===== config.mk =====
export PLATFORM = sky130hd
export DESIGN_NAME = vram_fill_scheduler
export DESIGN_NICKNAME = d
export VERILOG_FILES = /design/src/rtl/vram_fill_scheduler.sv
export SDC_FILE = /design/constraint.sdc
export NUM_CORES = 1
export LEC_CHECK = 0
export BUFFER_PORTS_ARGS = -buffer_cell sky130_fd_sc_hd__buf_2
export CAP_MARGIN = 20
export CORE_UTILIZATION = 53
export DETAILED_ROUTE_END_ITERATION = 10
export HOLD_SLACK_MARGIN = 0.15
export MAX_ROUTING_LAYER = met4
export PLACE_DENSITY = 0.79
export SYNTH_ARGS = -nofsm -noshare
export SYNTH_HDL_FRONTEND = slang
export SYNTH_SLANG_ARGS = --single-unit

===== constraint.sdc =====
create_clock -name Clock -period 2.39 [get_ports Clock]
set_clock_uncertainty 0.2 [all_clocks]
set_input_delay 0.478 -clock Clock [delete_from_list [all_inputs] [get_ports Clock]]
set_output_delay 0.478 -clock Clock [all_outputs]
set_load 0.01 [all_outputs]

===== src/rtl/vram_fill_scheduler.sv =====
// -----------------------------------------------------------------------------
// vram_fill_scheduler
//   Shares the single write port of the 32x32x3-bit video memory between the
//   CPU WVM path (absolute priority) and a rectangle-fill engine that writes
//   one cell per free cycle in raster order.
//
// Ports
//   Clock, Reset                 rising-edge clock, synchronous active-high reset
//   iCpuWrite/iCpuAddr/iCpuData  CPU write request (one write per high cycle)
//   iFillStart                   fill command strobe (ignored while busy)
//   iFillX0/X1, iFillY0/Y1       inclusive rectangle bounds, any order
//   iFillColor                   fill color
//   iFillAbort                   cancels an in-progress fill
//   iBlank                       vertical blank (gates fill when BLANK_ONLY=1)
//   oVmWriteEnable/Address/DataIn registered video-memory write port
//   oFillBusy                    high while in FILL
//   oFillDone                    one-cycle pulse on normal completion
//   oDbgState                    current FSM state (IDLE=0, FILL=1, DONE=2)
//
// Handshake: iCpuWrite has no ready; it is always accepted and appears on the
// port the next cycle. The fill engine only uses cycles the CPU leaves free,
// retrying the same cell until it is issued.
// -----------------------------------------------------------------------------
module vram_fill_scheduler #(
  parameter bit BLANK_ONLY = 1'b0
) (
  input  logic       Clock,
  input  logic       Reset,
  input  logic       iCpuWrite,
  input  logic [9:0] iCpuAddr,
  input  logic [2:0] iCpuData,
  input  logic       iFillStart,
  input  logic [4:0] iFillX0,
  input  logic [4:0] iFillX1,
  input  logic [4:0] iFillY0,
  input  logic [4:0] iFillY1,
  input  logic [2:0] iFillColor,
  input  logic       iFillAbort,
  input  logic       iBlank,
  output logic       oVmWriteEnable,
  output logic [9:0] oVmWriteAddress,
  output logic [2:0] oVmDataIn,
  output logic       oFillBusy,
  output logic       oFillDone,
  output logic [1:0] oDbgState
);

  typedef enum logic [1:0] {
    ST_IDLE = 2'd0,
    ST_FILL = 2'd1,
    ST_DONE = 2'd2
  } state_e;

  state_e     state_q, state_d;
  logic [4:0] xmin_q, xmin_d, xmax_q, xmax_d;
  logic [4:0] ymin_q, ymin_d, ymax_q, ymax_d;
  logic [4:0] cx_q, cx_d, cy_q, cy_d;
  logic [2:0] color_q, color_d;
  logic       we_q, we_d;
  logic [9:0] waddr_q, waddr_d;
  logic [2:0] wdata_q, wdata_d;

  logic       issue;
  logic       last_cell;
  logic       accept_start;
  logic       slot_free;

  // State register
  always_ff @(posedge Clock) begin
    if (Reset) begin
      state_q <= ST_IDLE;
    end else begin
      state_q <= state_d;
    end
  end

  // Next-state logic
  always_comb begin
    state_d = state_q;
    case (state_q)
      ST_IDLE, ST_DONE: state_d = accept_start ? ST_FILL : ST_IDLE;
      ST_FILL: begin
        if (iFillAbort) begin
          state_d = ST_IDLE;
        end else if (issue && last_cell) begin
          state_d = ST_DONE;
        end
      end
      default: state_d = ST_IDLE;
    endcase
  end

  // Output / control decode
  always_comb begin
    oFillBusy    = (state_q == ST_FILL);
    oFillDone    = (state_q == ST_DONE);
    oDbgState    = state_q;
    // A slot is free when the CPU is silent and, in blank-only mode, the
    // display is blanked.
    slot_free    = !iCpuWrite && ((BLANK_ONLY == 1'b0) || iBlank);
    // Abort suppresses the issue in its own cycle so nothing new is queued.
    issue        = (state_q == ST_FILL) && slot_free && !iFillAbort;
    last_cell    = (cx_q == xmax_q) && (cy_q == ymax_q);
    accept_start = iFillStart && (state_q != ST_FILL);
  end

  // Bounds capture and raster cursor
  always_comb begin
    xmin_d  = xmin_q;
    xmax_d  = xmax_q;
    ymin_d  = ymin_q;
    ymax_d  = ymax_q;
    cx_d    = cx_q;
    cy_d    = cy_q;
    color_d = color_q;
    if (accept_start) begin
      xmin_d  = (iFillX0 < iFillX1) ? iFillX0 : iFillX1;
      xmax_d  = (iFillX0 < iFillX1) ? iFillX1 : iFillX0;
      ymin_d  = (iFillY0 < iFillY1) ? iFillY0 : iFillY1;
      ymax_d  = (iFillY0 < iFillY1) ? iFillY1 : iFillY0;
      cx_d    = (iFillX0 < iFillX1) ? iFillX0 : iFillX1;
      cy_d    = (iFillY0 < iFillY1) ? iFillY0 : iFillY1;
      color_d = iFillColor;
    end else if (issue && !last_cell) begin
      // Bounds never exceed 31, so the 5-bit increments cannot wrap here.
      if (cx_q < xmax_q) begin
        cx_d = cx_q + 5'd1;
      end else begin
        cx_d = xmin_q;
        cy_d = cy_q + 5'd1;
      end
    end
  end

  // Write-port mux: CPU first, then fill; address/data hold when idle.
  always_comb begin
    we_d    = 1'b0;
    waddr_d = waddr_q;
    wdata_d = wdata_q;
    if (iCpuWrite) begin
      we_d    = 1'b1;
      waddr_d = iCpuAddr;
      wdata_d = iCpuData;
    end else if (issue) begin
      we_d    = 1'b1;
      waddr_d = {cy_q, cx_q};
      wdata_d = color_q;
    end
  end

  always_ff @(posedge Clock) begin
    if (Reset) begin
      xmin_q  <= 5'd0;
      xmax_q  <= 5'd0;
      ymin_q  <= 5'd0;
      ymax_q  <= 5'd0;
      cx_q    <= 5'd0;
      cy_q    <= 5'd0;
      color_q <= 3'd0;
      we_q    <= 1'b0;
      waddr_q <= 10'd0;
      wdata_q <= 3'd0;
    end else begin
      xmin_q  <= xmin_d;
      xmax_q  <= xmax_d;
      ymin_q  <= ymin_d;
      ymax_q  <= ymax_d;
      cx_q    <= cx_d;
      cy_q    <= cy_d;
      color_q <= color_d;
      we_q    <= we_d;
      waddr_q <= waddr_d;
      wdata_q <= wdata_d;
    end
  end

  assign oVmWriteEnable  = we_q;
  assign oVmWriteAddress = waddr_q;
  assign oVmDataIn       = wdata_q;

endmodule


# == Word-level counts from Yosys, hierarchy flattened ==
# Index checks and enable logic that the tools add are counted.
# classes
n_addsub,2
order_cmp,3
eq_ne,7
n_mux,20
reduce_logical,14
# op_table
operator,n
5-bit 2-to-1 mux,10
10-bit 2-to-1 mux,2
5-bit less-than comparator,3
5-bit by 1-bit adder with 5-bit output (second input constant),2
5-bit == test,2
1-bit logical AND,6
3-bit 2-to-1 mux,2
2-bit 2-to-1 mux,2
2-bit one-hot mux with 2 select lines,1
2-bit nonzero test,2
1-bit logical NOT,3
1-bit 2-to-1 mux,3
3-bit by 2-bit inequality test with 1-bit output (second input constant),1
2-bit by 1-bit == test with 1-bit output (second input constant),1
2-bit == test (second input constant),1
2-bit logical NOT,1
2-bit by 1-bit inequality test with 1-bit output (second input constant),1
2-bit inequality test (second input constant),1
2-bit AND reduction,1
2-bit OR reduction,1
# word_totals
regBits,44
in_bits,42
out_inout_bits,18
wordCells,56

# == Depth between registers and ports, before layout ==
# Gate-level depths: netlist (run 1).
# depth
depth_word,7
mapped_depth,9
mapped_depth_nobuf,8

# == Worst setup path before layout (run 1) ==
# OpenSTA, ideal clock, no wires.
# synth_path
path_kind,input port to flip-flop
start,input iFillX1[2]
end,register cx_q[2]
setup_time_ns,0.091
t_arrival_ns,1.909
t_required_ns,2.099
path_slack_ns,0.190
stages,9
n_path_buf,1
path_cell_list,inv_1 -> ha_1 -> a211oi_1 -> o21bai_1 -> nor2_1 -> buf_4 -> nand3_1 -> o31a_1 -> a311oi_1
# synth_between
elab_chain_len,3
# synth_lines
item,line_no,rtl
start: declaration,34,"input logic [4:0] iFillX1,"
5-bit less-than comparator,121,cx_d = (iFillX0 < iFillX1) ? iFillX0 : iFillX1;
5-bit 2-to-1 mux (*),121,
5-bit 2-to-1 mux (*),116,if (accept_start) begin
end signal: assignment,157,cx_q <= 5'd0;
end signal: assignment,168,cx_q <= cx_d;
end: declaration,57,"logic [4:0] cx_q, cx_d, cy_q, cy_d;"
# Mark *: on every way between the ends. The rest lies on a longest branch, timed or not.
# A chain may end at the register's enable or synchronous reset.

# == Final worst setup path (run 1) ==
# layout_path
start,register cx_q[4]
end,register cx_q[0]
# layout_between
elab_chain_len,5
elab_cells_between_ends,9
cone_classes,order compare (1); eq/ne (1); mux (3); reduce/logical (4)
# layout_lines
item
branches (longest 5 deep; another with 5-bit less-than comparator)
# Several ways; the timed one is not identified. The select of a mux whose other input is x is not followed.

==> run metrics, run 1 <==
outcome finished with violations; failing checks DRC; CP max FO 8; first-pass GRT wire length 8.97 mm; Critical Path AT 2260 ps; die area ~5000 um2; r2r setup slk ~140 ps; Syn. warnings 0; Synth Flop Type dfxtp_1; synth cell count leaders nor2_1, dfxtp_1, a21oi_1; ranking of synthesized cells by area dfxtp_1, mux2i_1, ha_1; final hold slack roughly 200 ps; R2R depth 8; Nets 414; Hold Path Stages 3; HP Class in2reg; first-pass iteration count of the detailed router 7; Initial Util a little under three fifths; Area Growth Syn to Fin 19.7%; core area 4440 um2; IO Port Bufs between 50 and 60; Ant. Diodes 0; via count around 2200; RSZ-0062 raised after global routing no; min-delay src iCpuData[1]; Yosys reg bits 44; share of layout cells above drive strength 1 24.9%; power per cell area roughly 640 nW/um2; number of vias per cell approximately 5.5; Leak Pwr about 0.0015 uW; Final period util approximately 94%; syn_nets roughly 360; DRT iter0 DRCs about 110; synthesized area per cell 8.41 um2; Final GP Congestion 0.789; FP Rows 24; Mapped Area roughly 2500 um2; total CTS buffers 5; cell with the most instances after synthesis nor2_1; Hold Path End oVmDataIn[1]; CTS H-tree depth 2; Worst-path clk slew 90 ps; final hold viol count 0; VDD IR max around 0.00043 V; Worst-Skew Late Latency 300 ps; share of flip-flops with an asynchronous set or reset 0%; Max-slew headroom between 60% and 70%; CP Launch Type register; gr ovfl total 0; setup TNS 0 ps; worst-margin pin slew a little under 600 ps; reported max-cap violation count 0; Total GRT Usage between 20% and 30%; DRT Wirelength 5.33 mm; f_max about 440 MHz; Mapped Cells approximately 300; top cell type's share of synthesized area around a third; number of global-route vias before repair 2088; Num Clock Sinks 44; chip height approximately 71 um; Post-synth EDFFs 0; DRC Markers 2; nature of the critical path endpoint register; final-report max-slew violation count 0; CTS tree built; synth unique cells between 40 and 50; num ports 60; R2R Path End cx_q[0]; Seq/Total Area, Yosys 35.1%; initial antenna violation count 0; die width 70.8 um; Setup Crit Path Kind reg2reg; # setup viols final 0; CTS Buffer Depth 2; Req. time, crit path ~2400 ps; Tmin final roughly 2300 ps; largest net degree at the start of global routing 32; dpl hpwl ~4.0 mm; Reg-to-Reg Start cx_q[4]; Final ANT Viol Nets 0; CTS Hold Bufs 0; Routed WL per cell 13.0 um; root buf cell clkbuf_8; largest area contributor in the netlist dfxtp_1
==> registers in the layout (all words and copies together) (netlist names) <==
name             count
cy_q                 5
oDbgState            2
oVmWriteEnable       1
ymax_q               5
color_q              3
cx_q                 5
oVmDataIn            3
xmin_q               5
oVmWriteAddress     10
xmax_q               5
==> cell type report <==
| class | count | area, um2 |
|---|---|---|
| sequential | 44 | 881 |
| multi-input combinational | 218 | 1480 |
| tap | 52 | 65.1 |
| clock inverter | 2 | 38.8 |
| timing repair buffer | 71 | 388 |
| fill | 372 | 1440 |
| clock buffer | 6 | 82.6 |
| inverter | 17 | 63.8 |
==> worst max path at each step <==
stage                     slack [ps]      end       start
after floorplan                  190  cx_q[2]  iFillX1[2]
after global placement            50  cx_q[1]  iFillX1[2]
after detailed placement         -10  cx_q[1]  iFillX1[2]
after CTS                        130  cx_q[0]     cx_q[4]
after global routing              10  cx_q[2]   xmax_q[3]
final                            140  cx_q[0]     cx_q[4]
==> worst max-delay path, stage by stage (launching register included) <==
cell	delay, ps
dfxtp_1	420
ha_1	280
nand3_1	130
nor3_1	80
buf_4	140
a21oi_4	240
or2_0	340
nor2_1	70
a311oi_1	250
==> per-layer routing <==
layer | vias up | wire, um | GRT usage [%]
met5 | - | 0 | -
met4 | 0 | 66 | 6.22
met3 | 8 | 190 | 5.13
met2 | 43 | 2660 | 39.3
met1 | 1034 | 2410 | 28.0
li1 | 1160 | - | -
==> placed cells by master, fill, tap and decap left out, drive strengths merged, types with 9 or more instances in the layout <==
master  netlist  routed
buf           8      71
nor2         47      47
dfxtp        44      44
a21oi        30      30
mux2i        26      26
nand2        20      20
inv          17      17
ha           15      15
a211oi       14      14
xor2          9       9
==> stage by stage <==
stage                     setup WS (ps)  power (uW)  instances  util [%]  instance area, um2
after floorplan                     190        1170        298         -                2510
after global placement             46.1        1310        402      64.8                2880
after detailed placement          -10.2        1330        402      64.8                2880
after CTS                           131        1920        410      67.5                3000
after global routing               10.2        2010        410      67.5                3000
final                               135        1910        410      67.5                3000
==> power breakdown <==
group          internal, uW  leakage [uW]  switching [uW]  total, uW
Clock                   342     0.0000614             257        599
Combinational           217       0.00102             257        474
Sequential              792      0.000364            45.4        837
==> repair_timing <==
| action | 4_1_cts | 5_1_grt |
|---|---|---|
| resized for setup | 0 | 1 |
| buffers inserted | 0 | 0 |
| endpoints found under the setup margin | 0 | 1 |
==> cells by family after synthesis <==
family	synth area share, %
AO/OA/AOI/OAI	18.6
XOR/XNOR	3.49
adder cells (fa/ha/maj)	7.49
buffers and inverters	5.94
flip-flops	35.1
multiplexers	10.4
AND/OR/NAND/NOR	19.0
Note: power is estimated with default switching activity, not from simulation.
==> run 2, diff against run 1 <==
==> constraint.sdc (replaced) <==
create_clock -name Clock -period 2.39 [get_ports Clock]
set_clock_uncertainty 0.2 [all_clocks]
set_input_delay 0.3585 -clock Clock [delete_from_list [all_inputs] [get_ports Clock]]
set_output_delay 0.3585 -clock Clock [all_outputs]
set_load 0.01 [all_outputs]
==> run 2 against run 1 <==
  * Fmax grew 3.8%
  * Cell area is 6.1% higher
  * Critical path depth rose by 1
  * Critical endpoint unchanged
  * Utilization rose by 4.1 points
  * Non-clock buffer count rose by 17
  * The run still ends with DRC left
  * Power up 2.0%
  * Sequential cell count unchanged
  * Setup slack gained 82 ps
  * Highest routed layer unchanged
  * Routed wire length up 8.7%
  * Sequential power about the same
  * Clock-buffer cell count is the same
  * Global-route usage increased by 2.4 points
==> run metrics, run 2 (same netlist as run 1, synthesis figures left out) <==
chip height 70.8 um (unchanged); Tmin final 2170 ps (-82.1 ps); Initial Util 56.4% (unchanged); HP Class in2reg; number of global-route vias before repair 2189 (+4.8%); nature of the critical path endpoint register; commonest non-fill, non-tap cell in the layout buf_2; most frequent cells in the layout buf_2, nor2_1, dfxtp_1, a21oi_1, mux2i_1; CP Launch Type register; power per cell area 612 nW/um2 (-3.9%); IO Port Bufs 58 (unchanged); number of vias per cell 5.49 (+0.21%); final design utilization 71.6% (+4.1 points); worst-margin pin slew 612 ps (+16.6 ps); CTS H-tree depth 2 (unchanged); Total GRT Usage 25.7% (+2.4 points); initial antenna violation count 0 (unchanged); Final GP Congestion 0.771 (-2.3%); reported max-cap violation count 0 (unchanged); CP max FO 8 (unchanged); outcome finished with violations; Setup Crit Path Kind reg2reg; gr ovfl total 0 (unchanged); Req. time, crit path 2410 ps (about the same); root buf cell clkbuf_8; Final ANT Viol Nets 0 (unchanged); # setup viols final 0 (unchanged); CTS tree built; final hold viol count 0 (unchanged); DRT iter0 DRCs 167 (+50%); Routed WL per cell 13.6 um (+4.4%); Worst-path clk slew 80 ps (about the same); max reg flops 10 (unchanged); setup TNS 0 ps (unchanged); via count 2343 (+4.4%); CTS Buffer Depth 2 (unchanged); DRC Markers 2 (unchanged); VDD IR max 0.000437 V (+0.47%); final-report max-slew violation count 0 (unchanged); Ant. Diodes 0 (unchanged); Critical Path AT 2190 ps (-70 ps); Nets 431 (+4.1%); Worst-Skew Late Latency 310 ps (about the same); first-pass GRT wire length 9.73 mm (+8.5%); Worst path max stage delay 340 ps (-80 ps); failing checks DRC; f_max 460 MHz (+3.8%); largest net degree at the start of global routing 34 (+6.3%); Area Growth Syn to Fin 27.0%; CTS Hold Bufs 17 (+17); core area 4440 um2 (unchanged); first-pass iteration count of the detailed router 8 (+1); die area 5010 um2 (unchanged); num ports 60 (unchanged); share of layout cells above drive strength 1 23.7% (-1.1 points); Num Clock Sinks 44 (unchanged); DRT Wirelength 5.79 mm (+8.7%); dpl hpwl 4.10 mm (+2.5%); Final period util 90.9% (-3.4 points); die width 70.8 um (unchanged); total setup buffers inserted after CTS 0 (unchanged); worst-path cell chain inv_1 > ha_1 > nand3_1 > nor3_1 > buf_4 > a21oi_4 > or2_0 > nor2_1 > a311oi_1; Max-slew headroom 59.2% (-1.1 points); critical path's slowest cell dfxtp_1; post-CTS sizing 0 (unchanged); total CTS buffers 5 (unchanged); Leak Pwr 0.00153 uW (+5.2%); FP Rows 24 (unchanged); RSZ-0062 raised after global routing no
## run 2: final timing paths
kind,from,to,slack (ps),cells past startpoint
max reg2reg,xmax_q[3],cx_q[0],220,9
max,xmax_q[3],cx_q[0],220,9
min,iFillY0[0],ymax_q[0],200,3
min reg2reg,xmin_q[0],xmin_q[0],260,2
## run 2: final cells by class
class	instances	area, um2
clock inverters	2	38.8
fillers	347	1260
inverters	17	63.8
clock buffers	6	82.6
flip-flops and latches	44	881
multi-input cells	218	1480
well taps	52	65.1
repair buffers	88	571
## run 2: power by group
part	leakage [uW]	switching (uW)	internal, uW
combinational	0.00110	265	240
sequential	0.000364	46.8	792
clock	0.0000614	263	342
total	0.00153	575	1370
## run 2: worst max-delay path: cells and delay by family (launching register included)
kind            cells  cell delay (ps)
simple gates        4              590
compound gates      2              470
buf+inv             2              190
flops               1              340
fa+ha+maj           1              300
## run 2: through the flow
step | instances | setup WS (ps) | power, uW | cell area [um2] | hold slack (ps)
2_1_floorplan | 298 | 309 | 1170 | 2510 | 231
3_3_place_gp | 402 | 146 | 1320 | 2890 | 239
3_5_place_dp | 402 | 61.6 | 1340 | 2890 | 246
4_1_cts | 427 | 196 | 1950 | 3180 | 201
5_1_grt | 427 | 38.7 | 2060 | 3180 | 224
6_report | 427 | 217 | 1950 | 3180 | 198
## run 2: metal layers
layer,global-route usage (%),part of all wire [%]
met1,28.2,41
met5,-,0
met2,45.2,52
met4,9.78,2.0
met3,5.84,4.5
